File: src/rtl/logic_op_finder.sv
// Finds the 3-bit logic op f(A,B) whose output best matches a target image (minimum pixel mismatches).
// One image row per clock: 8*ImageHeight RUN cycles, done pulses ImageHeight*8+1 cycles after the accepting edge.
// start is accepted only in IDLE and is ignored (not queued) while busy or during the done cycle.
module logic_op_finder #(
    parameter int ImageWidth  = 8,
    parameter int ImageHeight = 8
) (
    input  logic                                                   clk,
    input  logic                                                   rst_n,
    input  logic                                                   start,
    input  logic [ImageWidth*ImageHeight-1:0]                      imgA,
    input  logic [ImageWidth*ImageHeight-1:0]                      imgB,
    input  logic [ImageWidth*ImageHeight-1:0]                      target,
    output logic                                                   busy,
    output logic                                                   done,
    output logic [2:0]                                             bestOp,
    output logic [$clog2(ImageWidth*ImageHeight+1)-1:0]            bestErr,
    output logic                                                   exact
);
    localparam int ErrWidth = $clog2(ImageWidth*ImageHeight+1);
    localparam int NumPix   = ImageWidth * ImageHeight;
    localparam int RowWidth = (ImageHeight > 1) ? $clog2(ImageHeight) : 1;

    localparam logic [1:0] IDLE    = 2'd0;
    localparam logic [1:0] RUN     = 2'd1;
    localparam logic [1:0] DONE_ST = 2'd2;

    logic [1:0]              state;
    logic [NumPix-1:0]       a_img, b_img, t_img;
    logic [2:0]              op;
    logic [RowWidth-1:0]     row;
    logic [ErrWidth-1:0]     acc;
    logic [2:0]              cand_op;
    logic [ErrWidth-1:0]     cand_err;
    logic [2:0]              best_op_q;
    logic [ErrWidth-1:0]     best_err_q;
    logic                    exact_q;
    logic [ErrWidth-1:0]     op_err [0:7];

    logic [ImageWidth-1:0]   a_row, b_row, t_row, f_row, diff_row;
    logic [ErrWidth-1:0]     row_err, total;
    logic                    last_row, better;
    logic [ErrWidth-1:0]     final_err;
    logic [2:0]              final_op;

    // Images rotate right by one row each RUN cycle, so the current row is always the low slice
    // and after ImageHeight cycles the original ordering is restored for the next op.
    function automatic logic [NumPix-1:0] rot_row(input logic [NumPix-1:0] img);
        logic [2*NumPix-1:0] dbl;
        dbl = {img, img};
        return dbl[ImageWidth +: NumPix];
    endfunction

    always_comb begin
        a_row = a_img[ImageWidth-1:0];
        b_row = b_img[ImageWidth-1:0];
        t_row = t_img[ImageWidth-1:0];
        f_row = '0;
        case (op)
            3'b000:  f_row = a_row;
            3'b001:  f_row = b_row;
            3'b010:  f_row = ~a_row;
            3'b011:  f_row = ~b_row;
            3'b100:  f_row = a_row & b_row;
            3'b101:  f_row = a_row | b_row;
            3'b110:  f_row = a_row ^ b_row;
            default: f_row = ~(a_row ^ b_row);
        endcase
        diff_row = f_row ^ t_row;
        row_err  = '0;
        for (int i = 0; i < ImageWidth; i++) begin
            row_err = row_err + ErrWidth'(diff_row[i]);
        end
        total     = acc + row_err;
        last_row  = (row == RowWidth'(ImageHeight - 1));
        better    = (total < cand_err);
        final_op  = better ? op : cand_op;
        final_err = better ? total : cand_err;
    end

    always_ff @(posedge clk or negedge rst_n) begin
        if (!rst_n) begin
            state      <= IDLE;
            a_img      <= '0;
            b_img      <= '0;
            t_img      <= '0;
            op         <= '0;
            row        <= '0;
            acc        <= '0;
            cand_op    <= '0;
            cand_err   <= '0;
            best_op_q  <= '0;
            best_err_q <= '0;
            exact_q    <= 1'b0;
            for (int i = 0; i < 8; i++) begin
                op_err[i] <= '0;
            end
        end else begin
            case (state)
                IDLE: begin
                    if (start) begin
                        a_img    <= imgA;
                        b_img    <= imgB;
                        t_img    <= target;
                        op       <= '0;
                        row      <= '0;
                        acc      <= '0;
                        cand_op  <= '0;
                        cand_err <= '1;
                        state    <= RUN;
                    end
                end
                RUN: begin
                    a_img <= rot_row(a_img);
                    b_img <= rot_row(b_img);
                    t_img <= rot_row(t_img);
                    if (!last_row) begin
                        acc <= total;
                        row <= row + RowWidth'(1);
                    end else begin
                        op_err[op] <= total;
                        acc        <= '0;
                        row        <= '0;
                        op         <= op + 3'd1;
                        // Strict compare keeps the lowest op code on ties.
                        if (better) begin
                            cand_op  <= op;
                            cand_err <= total;
                        end
                        if (op == 3'd7) begin
                            best_op_q  <= final_op;
                            best_err_q <= final_err;
                            exact_q    <= (final_err == '0);
                            state      <= DONE_ST;
                        end
                    end
                end
                DONE_ST: state <= IDLE;
                default: state <= IDLE;
            endcase
        end
    end

    assign busy    = (state == RUN);
    assign done    = (state == DONE_ST);
    assign bestOp  = best_op_q;
    assign bestErr = best_err_q;
    assign exact   = exact_q;
endmodule

File: config.mk
export PLATFORM = sky130hd
export DESIGN_NAME = logic_op_finder
export DESIGN_NICKNAME = d
export VERILOG_FILES = /design/src/rtl/logic_op_finder.sv
export SDC_FILE = /design/constraint.sdc
export NUM_CORES = 1
export LEC_CHECK = 0
export BUFFER_PORTS_ARGS = -buffer_cell sky130_fd_sc_hd__buf_2
export CORE_ASPECT_RATIO = 0.6
export CORE_UTILIZATION = 41
export CTS_BUF_LIST = sky130_fd_sc_hd__clkbuf_4 sky130_fd_sc_hd__clkbuf_8
export CTS_CLUSTER_SIZE = 30
export DETAILED_ROUTE_END_ITERATION = 12
export PLACE_DENSITY = 0.71
export SYNTH_ARGS = -nofsm -noshare
export SYNTH_HDL_FRONTEND = slang
export SYNTH_SLANG_ARGS = --single-unit
File: constraint.sdc
create_clock -name clk -period 15.55 [get_ports clk]
set_input_delay 1.555 -clock clk [delete_from_list [all_inputs] [get_ports clk]]
set_output_delay 1.555 -clock clk [all_outputs]
set_load 0.005 [all_outputs]
== Yosys cells after proc, flatten, opt, wreduce, memory -nomap -nowiden ==
Cells that the tools add are included.
Widths: inputs -> output; s select.
Storage, ports and cells
  bits in registers: 228
Operators by class
  add/subtract/negate cells: 10
  order comparisons: 1
  eq/ne operators: 13
  mux-type cells: 26
  bitwise logic cells: 7
  reduce and logical (&&, ||, !) cells: 8
Operators by type and width (count)
  $pmux 64 s2: 3
  $mux 64: 3
  $pmux 8 s7: 1
  $mux 7: 5
  $pmux 7 s2: 2
  $not 8->8: 3
  $pmux 3 s2: 3
  $xor 8x8->8: 2
  $eq 3x3->1 const B: 5
  $mux 3: 5
  $reduce_and 3->1: 3
  $and 8x8->8: 1
  $or 8x8->8: 1
  $add 6x1->7: 1
  $add 7x1->7: 1
  $add 7x7->7: 1
  $logic_not 7->1: 1
  $lt 7x7->1: 1
  $add 3x1->3 const B: 2
  $add 5x1->6: 1
  $eq 3x2->1 const B: 2
  $mux 2: 3
  $add 4x1->5: 1
  $add 3x1->4: 1
  12 further kinds: 13

== Longest topological paths before layout ==
Gate-level depths: netlist of run 1.
  depth after elaboration: 16
  mapped depth: 29
  depth with buffers taken out: 27

== Least setup slack after synthesis of run 1 ==
No wires, ideal clock.
  path kind: reg-to-reg
  start point: register op[2]
  end point: register best_err_q[0] (netlist: bestErr[0])
  library setup time: 0.132 ns
  arrival time: 6.588 ns
  path slack: 8.830 ns
  cell stages (with the launch flop): 27
  buffers on the path: 3
  cells stage by stage: dfrtp_1 > clkbuf_1 > clkinv_1 > ha_1 > or4_1 > clkbuf_1 > o221ai_1 > xor2_1 > fa_1 > inv_1 > fa_1 > inv_1 > fa_1 > inv_1 > fa_1 > fa_1 > nand2b_1 > a21oi_1 > xor2_1 > ha_1 > a21o_1 > a211o_1 > a41oi_4 > or2_4 > buf_8 > mux2i_1 > o21ai_1
Between the ends
  cells in the longest elaborated chain, start to end: 13
  elaborated cells between the ends (all ways): 21
  classes of those cells: add/sub: 8; order compare: 1; eq/ne: 7; mux: 2; bitwise: 1; reduce/logical: 2
RTL lines
  from (decl): RTL line 30  | logic [2:0] op;
  from (signal assigned): RTL line 124  | op <= op + 3'd1;
  $eq 3x3->1, or another cell as far along: RTL line 59  | case (op)
  $pmux 8 s7: RTL line 59
  $xor 8x8->8: RTL line 69  | diff_row = f_row ^ t_row;
  $add 1x1->2: RTL line 72  | row_err = row_err + ErrWidth'(diff_row[i]);
  $add 2x1->3: RTL line 72
  $add 3x1->4: RTL line 72
  $add 4x1->5: RTL line 72
  $add 5x1->6: RTL line 72
  $add 6x1->7: RTL line 72
  $add 7x1->7: RTL line 72
  $add 7x7->7: RTL line 74  | total = acc + row_err;
  $lt 7x7->1: RTL line 76  | better = (total < cand_err);
  $mux 7
  to (signal assigned): RTL line 132  | best_err_q <= final_err;
  to (decl): RTL line 36  | logic [ErrWidth-1:0] best_err_q;
Parallel ways exist; a longest one is shown, timed or not.
A chain may end at the register's enable or synchronous reset.

== Worst setup path after layout of run 1 ==
  start point: register op[2]
  end point: register cand_op[1]
Between the ends
  cells in the longest elaborated chain, start to end: 15
  elaborated cells between the ends (all ways): 21
  classes of those cells: add/sub: 8; order compare: 1; eq/ne: 6; mux: 4; bitwise: 1; reduce/logical: 1
RTL lines
  $eq 3x3->1, or another cell as far along: RTL line 59
  $pmux 8 s7 (*): RTL line 59
  $xor 8x8->8 (*): RTL line 69
  $add 1x1->2: RTL line 72
  $add 2x1->3: RTL line 72
  $add 3x1->4: RTL line 72
  $add 4x1->5: RTL line 72
  $add 5x1->6: RTL line 72
  $add 6x1->7: RTL line 72
  $add 7x1->7 (*): RTL line 72
  $add 7x7->7 (*): RTL line 74
  $lt 7x7->1 (*): RTL line 76
  $mux 3 (*) (2 in a row)
  $pmux 3 s2 (*)
  to (signal assigned): RTL line 127  | cand_op <= op;
  to (decl): RTL line 33  | logic [2:0] cand_op;
Mark *: on every way between the ends. The rest lies on a longest branch, timed or not. The select of a mux whose other input is x is not followed.

==> out/metrics.yaml, run 1 <==
clock_tree:
  hold_buffers: 0
  numCtsBuffers: 37
  clockBufferDepth: 3
  cts_root_buf: "clkbuf_8"
  htree_levels: 2
  cts_tree: "built"
  cts_setup_buffers: 0
  insertion_delay_ps: 540
  post_cts_resized: 0
  clk_pin_slew_ps: 70
  clkSinkCount: 228
routing:
  drt-pass1-iter-count: 5
  vias_per_cell: 5.27
  num_vias: 10165
  wl_per_cell_um: 16.4
  route.detailed.drc: 0
  drtAntennaViolNets: 0
  postRouteWirelength_um: 31700
  first_iter_violations: 989
global_routing:
  grtUsageMet3_pct: 5.09
  grt_pass1_vias: 9686
  grt_overflow: 0
  grt-busiest-layer: "met1"
  use_met1_pct: 36.0
  grt_max_degree: 113
  antenna_found_initial: 3
  grt_pass1_wl_um: 51300
  track_usage_pct: 22.4
  met2_usage_pct: 30.4
die:
  core.rowCount: 46
  dieArea_um2: 28500
  design.core.area_um2: 26900
  die_w_um: 217
  io_pins: 208
  initial_core_util_pct: 42.4
  die_h_um: 131
sta:
  tns_ps: 0
  slew_headroom_pct: 31.5
  rsz0062_at_grt: "false"
  setup_slack_ps: 7160
  fin_skew_ps: 15.7
  fmax_mhz: 119
  worst_slew_pin_slew_ps: 1030
  min_period_over_period_pct: 54.0
  setup_viol: 0
  min_period_ps: 8390
  slew_viol_final: 0
  hold_viol: 0
critical_path:
  slowest_delay_ps: 1020
  path_cells: "clkinv_1, ha_1, or4_1, o221ai_1, xor2_1, fa_1, inv_1, fa_1, inv_1, fa_1, inv_1, fa_1, fa_1, nand2b_1, a21oi_1, xor2_1, ha_1, a21o_1, a211o_1, a41oi_4, o21a_1, o21ai_0"
  crit_start: "op[2]$_DFFE_PN0P_"
  worstSetupStartpointType: "register"
  reg2reg_depth: 22
  crit_arrival_ps: 8790
  cp_num_buf_inv: 4
  path_class: "register to register"
  cp.required_ps: 15940
  crit_path_end_kind: "register"
  critPathMaxFanout: 34
  cp.depth: 22
  r2r-start: "op[2]$_DFFE_PN0P_"
  cp_slowest_cell: "dfrtp_1"
  crit_family: "adder cells"
  critPathMostFrequentCell: "fa_1"
logic_synthesis:
  synth.area.mux_share_pct: 0.889
  synth_area_um2: 11400
  synth_top_family_by_area: "simple AND/OR/NAND/NOR gates"
  synth_edf_count: 0
  synth-simple-area-share_pct: 22.2
  synth_cell_types: 47
  synth_fa_ha_area_share_pct: 4.83
  synthCells: 1388
  syn_nets: 1624
  async_reset_ff_share_pct: 100
  synth_xor_area_share_pct: 0.999
  ys_ff_latch: 228
  synth_ff_type: "dfrtp_1"
  yosysSeqAreaShare_pct: 50.0
  ys_warn_count: 0
  syn_avg_cell_area_um2: 8.21
  synth_compound_area_share_pct: 16.0
final_layout:
  area_growth_pct: 17.5
  final_common_cell: "nand2_1"
  utilization_pct: 49.8
  nets: 1779
  final_cell_mix: "nand2_1, dfrtp_1, buf_2"
  layout-drive-gt1-share_pct: 18.5
worst_hold_path:
  holdPathStages: 2
  hold_start: "bestErr[0]$_DFFE_PN0P_"
  hp-class: "register to register"
placement:
  place.port_buffers: 207
  gp_congestion: 0.877
  hpwlAfterDp_um: 21800
  post-place-ws_ps: 7300
run:
  max_cap_viol_count: 0
status:
  status: "finished clean"
-- registers in the layout, summed over array words and instances, names as in the netlist --
register,count
acc,7
bestErr,7
b_img,64
bestOp,3
a_img,64
state,2
op,3
row,3
exact,1
t_img,64
cand_err,7
cand_op,3
-- cells by family (layout without fill, tap and decap cells) --
kind of cell / count (synthesis) / count (layout)
AND/OR/NAND/NOR: 660 / 660
AO/OA/AOI/OAI: 292 / 292
flip-flops: 228 / 228
buffers and inverters: 144 / 322
adder cells (fa/ha/maj): 41 / 41
XOR/XNOR: 13 / 13
multiplexers: 10 / 10
other: 0 / 4
-- path summary, 6_finish.rpt --
path / end / slack (ps)
max: cand_op[1]$_DFFE_PN0P_ / 7160
max reg2reg: cand_op[1]$_DFFE_PN0P_ / 7160
min: bestErr[0]$_DFFE_PN0P_ / 490
min reg2reg: bestErr[0]$_DFFE_PN0P_ / 490
max in group asynchronous: t_img[6]$_DFFE_PN0P_ / 13060
min in group asynchronous: bestErr[4]$_DFFE_PN0P_ / 1020
-- Yosys cell counts (2+ instances only) --
cell type  number  area share (%)
xor2_1          6            0.46
o221ai_1        3            0.23
fa_1            5            0.88
nor3_1         10            0.44
xnor2_1         7            0.54
o211ai_1        2            0.13
clkbuf_1       91             3.0
nor4_1          2            0.11
o21ai_1        10            0.44
nor2_1        204             6.7
a22oi_1         4            0.26
a222oi_1        2            0.18
mux2i_1         9            0.79
a21oi_1        19            0.83
inv_1          40             1.3
nand2b_1        4            0.22
a31oi_1       196              11
a22o_1          4            0.31
buf_2           2           0.088
nor2b_1         2            0.11
o21ai_0        32             1.4
nand3_1         2           0.088
a221oi_1        4            0.31
o22ai_1         8            0.44
clkinv_1        2           0.066
ha_1           36             4.0
buf_1           6            0.20
buf_6           2            0.20
nand2_1       429              14
dfrtp_1       228              50
-- metrics by stage --
stage | instance area [um2] | instances | hold WS (ps)
after floorplan | 11400 | 1388 | 456
after global placement | 12600 | 1864 | 471
after detailed placement | 12600 | 1864 | 476
after CTS | 13400 | 1926 | 490
after global routing | 13400 | 1926 | 512
final | 13400 | 1930 | 487
-- worst reg2reg max path: cells and delay by family (launching register included) --
kind | cells | cell delay (ps)
fa+ha+maj | 7 | 3070
compound gates | 7 | 2190
xor+xnor | 2 | 500
flops | 1 | 1020
simple gates | 2 | 850
buf+inv | 4 | 620
-- area by class of cell --
type	count	area, um2
fillers	2608	13500
flip-flops and latches	228	5710
multi-input cells	1016	5140
repair buffers	218	1130
clock buffers	56	708
well taps	360	450
inverters	42	163
clock inverters	6	85.1
diodes	4	10.0
-- metal layers --
metal	vias up	routed length [um]
li1	4976	-
met1	4826	16500
met5	-	13
met3	30	2220
met4	2	267
met2	331	12800
Power of run 1 is not shown: default switching activity piles up to over one toggle a cycle in this logic, so the estimate is an artifact.
==> run 2: changes to the inputs <==
ABC_AREA = 1   (was not set)
PLACE_DENSITY = 0.73   (was 0.71)
clock period = 7.24 ns   (was 15.55 ns; I/O delays follow)
==> run 2 against run 1 <==
  * Sequential share of layout area shrank 0.16 points
  * Utilization shrank 1.1 points
  * Synthesized area grew 0.99%
  * Non-clock buffer count down 3
  * Critical path depth grew 9
  * Via count rose by 3.0%
  * Highest routed layer unchanged
==> out/metrics.yaml, run 2 <==
status:
  status: "finished clean"
die:
  die_h_um: 132  # +0.48%
  design.core.area_um2: 27600  # +2.6%
  io_pins: 208  # unchanged
  die_w_um: 218  # +0.49%
  dieArea_um2: 28800  # +0.97%
  core.rowCount: 47  # +2.2%
  initial_core_util_pct: 41.8  # -0.67 points
run:
  max_cap_viol_count: 0  # unchanged
routing:
  postRouteWirelength_um: 34400  # +8.4%
  drt-pass1-iter-count: 7  # +2
  route.detailed.drc: 0  # unchanged
  first_iter_violations: 957  # -3.2%
  vias_per_cell: 5.27  # about the same
  wl_per_cell_um: 17.3  # +5.2%
  drtAntennaViolNets: 0  # unchanged
  num_vias: 10467  # +3.0%
global_routing:
  grt_overflow: 0  # unchanged
  antenna_found_initial: 3  # unchanged
  track_usage_pct: 23.9  # +1.5 points
  grt_pass1_wl_um: 54200  # +5.6%
  grt_max_degree: 166  # +47%
  grt_pass1_vias: 9722  # +0.37%
logic_synthesis:
  synth_area_leaders: "dfrtp_1, o21ai_0, nand2_1, o21ai_1, nor2_1"
  ys_warn_count: 0  # unchanged
  synth_edf_count: 0  # unchanged
  synth_ff_type: "dfrtp_1"
  yosysTopAreaCell: "dfrtp_1"
  async_reset_ff_share_pct: 100  # unchanged
  ys_ff_latch: 228  # unchanged
  synth_most_common_cell: "nand2_1"
  netlist_top_cells_count: "nand2_1, dfrtp_1, nor2_1"
  yosysTopAreaCellShare_pct: 49.5  # -0.49 points
  synth_cell_types: 36  # -23%
  yosysSeqAreaShare_pct: 49.5  # -0.49 points
  synth_area_um2: 11500  # +0.99%
  synthCells: 1430  # +3.0%
  syn_avg_cell_area_um2: 8.05  # -2.0%
  syn_nets: 1666  # +2.6%
clock_tree:
  htree_levels: 2  # unchanged
  post_cts_resized: 0  # unchanged
  insertion_delay_ps: 540  # about the same
  cts_setup_buffers: 0  # unchanged
  numCtsBuffers: 36  # -2.7%
  clockBufferDepth: 3  # unchanged
  clk_pin_slew_ps: 70  # about the same
  cts_tree: "built"
  hold_buffers: 0  # unchanged
  cts_root_buf: "clkbuf_8"
  clkSinkCount: 228  # unchanged
final_layout:
  final_common_cell: "nand2_1"
  multi_input_area_um2: 4930  # -4.1%
  seq_area_um2: 5710  # unchanged
  top_regs: "a_img: 64 flops, b_img: 64 flops, t_img: 64 flops"
  final_cell_mix: "nand2_1, dfrtp_1, buf_2"
  area_growth_pct: 16.8
  layout-drive-gt1-share_pct: 17.9  # -0.60 points
  n_fill_cell: 2690  # +3.1%
  nets: 1830  # +2.9%
  stdcell_area_um2: 13400  # +0.38%
sta:
  min_period_over_period_pct: 90.4  # +36 points
  holdWs_ps: 125  # -363 ps
  worst_slew_pin_slew_ps: 1070  # +40.9 ps
  slew_headroom_pct: 28.7  # -2.7 points
  min_period_ps: 6540  # -1850 ps
  tns_ps: 0  # unchanged
  slew_viol_final: 0  # unchanged
  fmax_mhz: 153  # +28%
  hold_viol: 0  # unchanged
  fin_skew_ps: 16.0  # +0.270 ps
  setup_viol: 0  # unchanged
  rsz0062_at_grt: "false"
pwr:
  power.density_nw_per_um2: 609
  ir_drop_mv: 0.719
  p_sw_w: 0.00383
  finalPower_w: 0.00819
  switching_share_pct: 46.8
  pwr-share-seq_pct: 28.7
  p_leak_nw: 6.49
  share_comb_of_total_power_pct: 57.1
  p_int_w: 0.00436
  p_clk_share_pct: 14.3
critical_path:
  crit_path_end_kind: "register"
  slowest_delay_ps: 530  # -490 ps
  critPathMostFrequentCell: "inv_1"
  cp_slowest_cell: "dfrtp_1"
  path_class: "register to register"
  crit_arrival_ps: 6970  # -1820 ps
  worstSetupStartpointType: "register"
  critPathMaxFanout: 14  # -59%
  cp.required_ps: 7660  # -8280 ps
placement:
  gp_congestion: 0.905  # +3.3%
  place_area_um2: 12700  # +0.74%
  hpwlAfterDp_um: 23500  # +7.7%
  place.port_buffers: 207  # unchanged
worst_hold_path:
  hp-class: "primary input to asynchronous set/reset pin"
## run 2: changes by cell type after synthesis, moves of 10 or more
cell	before	now
nand2_1	429	237
buf_2	2	26
a31oi_1	196	2
o21ai_0	32	178
nor2_1	204	185
a21oi_1	19	102
o22ai_1	8	38
nand3_1	2	21
buf_4	0	13
nor3_1	10	0
o21ai_1	10	156
inv_1	40	118
clkbuf_1	91	44
## run 2: path summary, 6_finish.rpt
kind	to	start	depth (start not counted)	slack (ps)
worst max-delay path	exact$_DFFE_PN0P_	op[2]$_DFFE_PN0P_	31	700
worst min-delay path	t_img[8]$_DFFE_PN0P_	rst_n	1	120
worst max register to register	exact$_DFFE_PN0P_	op[2]$_DFFE_PN0P_	31	700
worst min register to register	bestErr[3]$_DFFE_PN0P_	bestErr[3]$_DFFE_PN0P_	2	490
max in group asynchronous	t_img[7]$_DFFE_PN0P_	rst_n	2	5770
min in group clk	b_img[55]$_DFFE_PN0P_	imgB[55]	3	440
## run 2: layout make-up
class	instances	share of cell area (%)
inverter	123	3.49
sequential	228	42.4
multi-input combinational	990	36.7
timing repair buffer	215	8.32
tap	367	3.42
clock inverter	3	0.140
clock buffer	60	5.49
antenna	2	0.0372
## run 2: cell families (layout without fill, tap and decap cells)
family	Yosys count	after routing	share of synthesized area (%)
flops	228	228	49.5
xor+xnor	5	5	0.380
simple gates	454	454	15.4
buf+inv	212	401	7.70
compound gates	490	490	22.1
fa+ha+maj	41	41	4.78
other cells	0	2	0
## run 2: critical path: cells and delay by family (launching register included)
kind | cells | cell delay [ps]
xor gates and xnor gates | 1 | 170
buffers and inverters | 9 | 960
and+or+nand+nor | 12 | 1430
AOI/OAI and AO/OA | 2 | 530
adders and majority gates | 7 | 2800
DFF | 1 | 530
## run 2: through the flow
step           setup WS, ps  instances  utilization, %
2_1_floorplan          1660       1430               -
3_3_place_gp            899       1923            46.0
5_1_grt                 154       1986            48.7
3_5_place_dp            698       1923            46.0
6_report                697       1988            48.7
4_1_cts                 703       1986            48.7
## run 2: per-layer routing
layer	part of all wire (%)	GRT usage, %
met1	50	38.7
met3	7.0	4.94
met2	42	32.5
met4	1.2	4.31
met5	0.038	0
## run 2: power by group through the flow
stage               Clock (W)  Combinational [W]  Sequential, W
floorplan                   0            0.00348        0.00223
global placement            0            0.00452        0.00233
detailed placement          0            0.00461        0.00236
CTS                   0.00119            0.00464        0.00234
global route          0.00125            0.00540        0.00242
finish                0.00117            0.00468        0.00235
No activity file was read; power rests on OpenSTA's default activity.
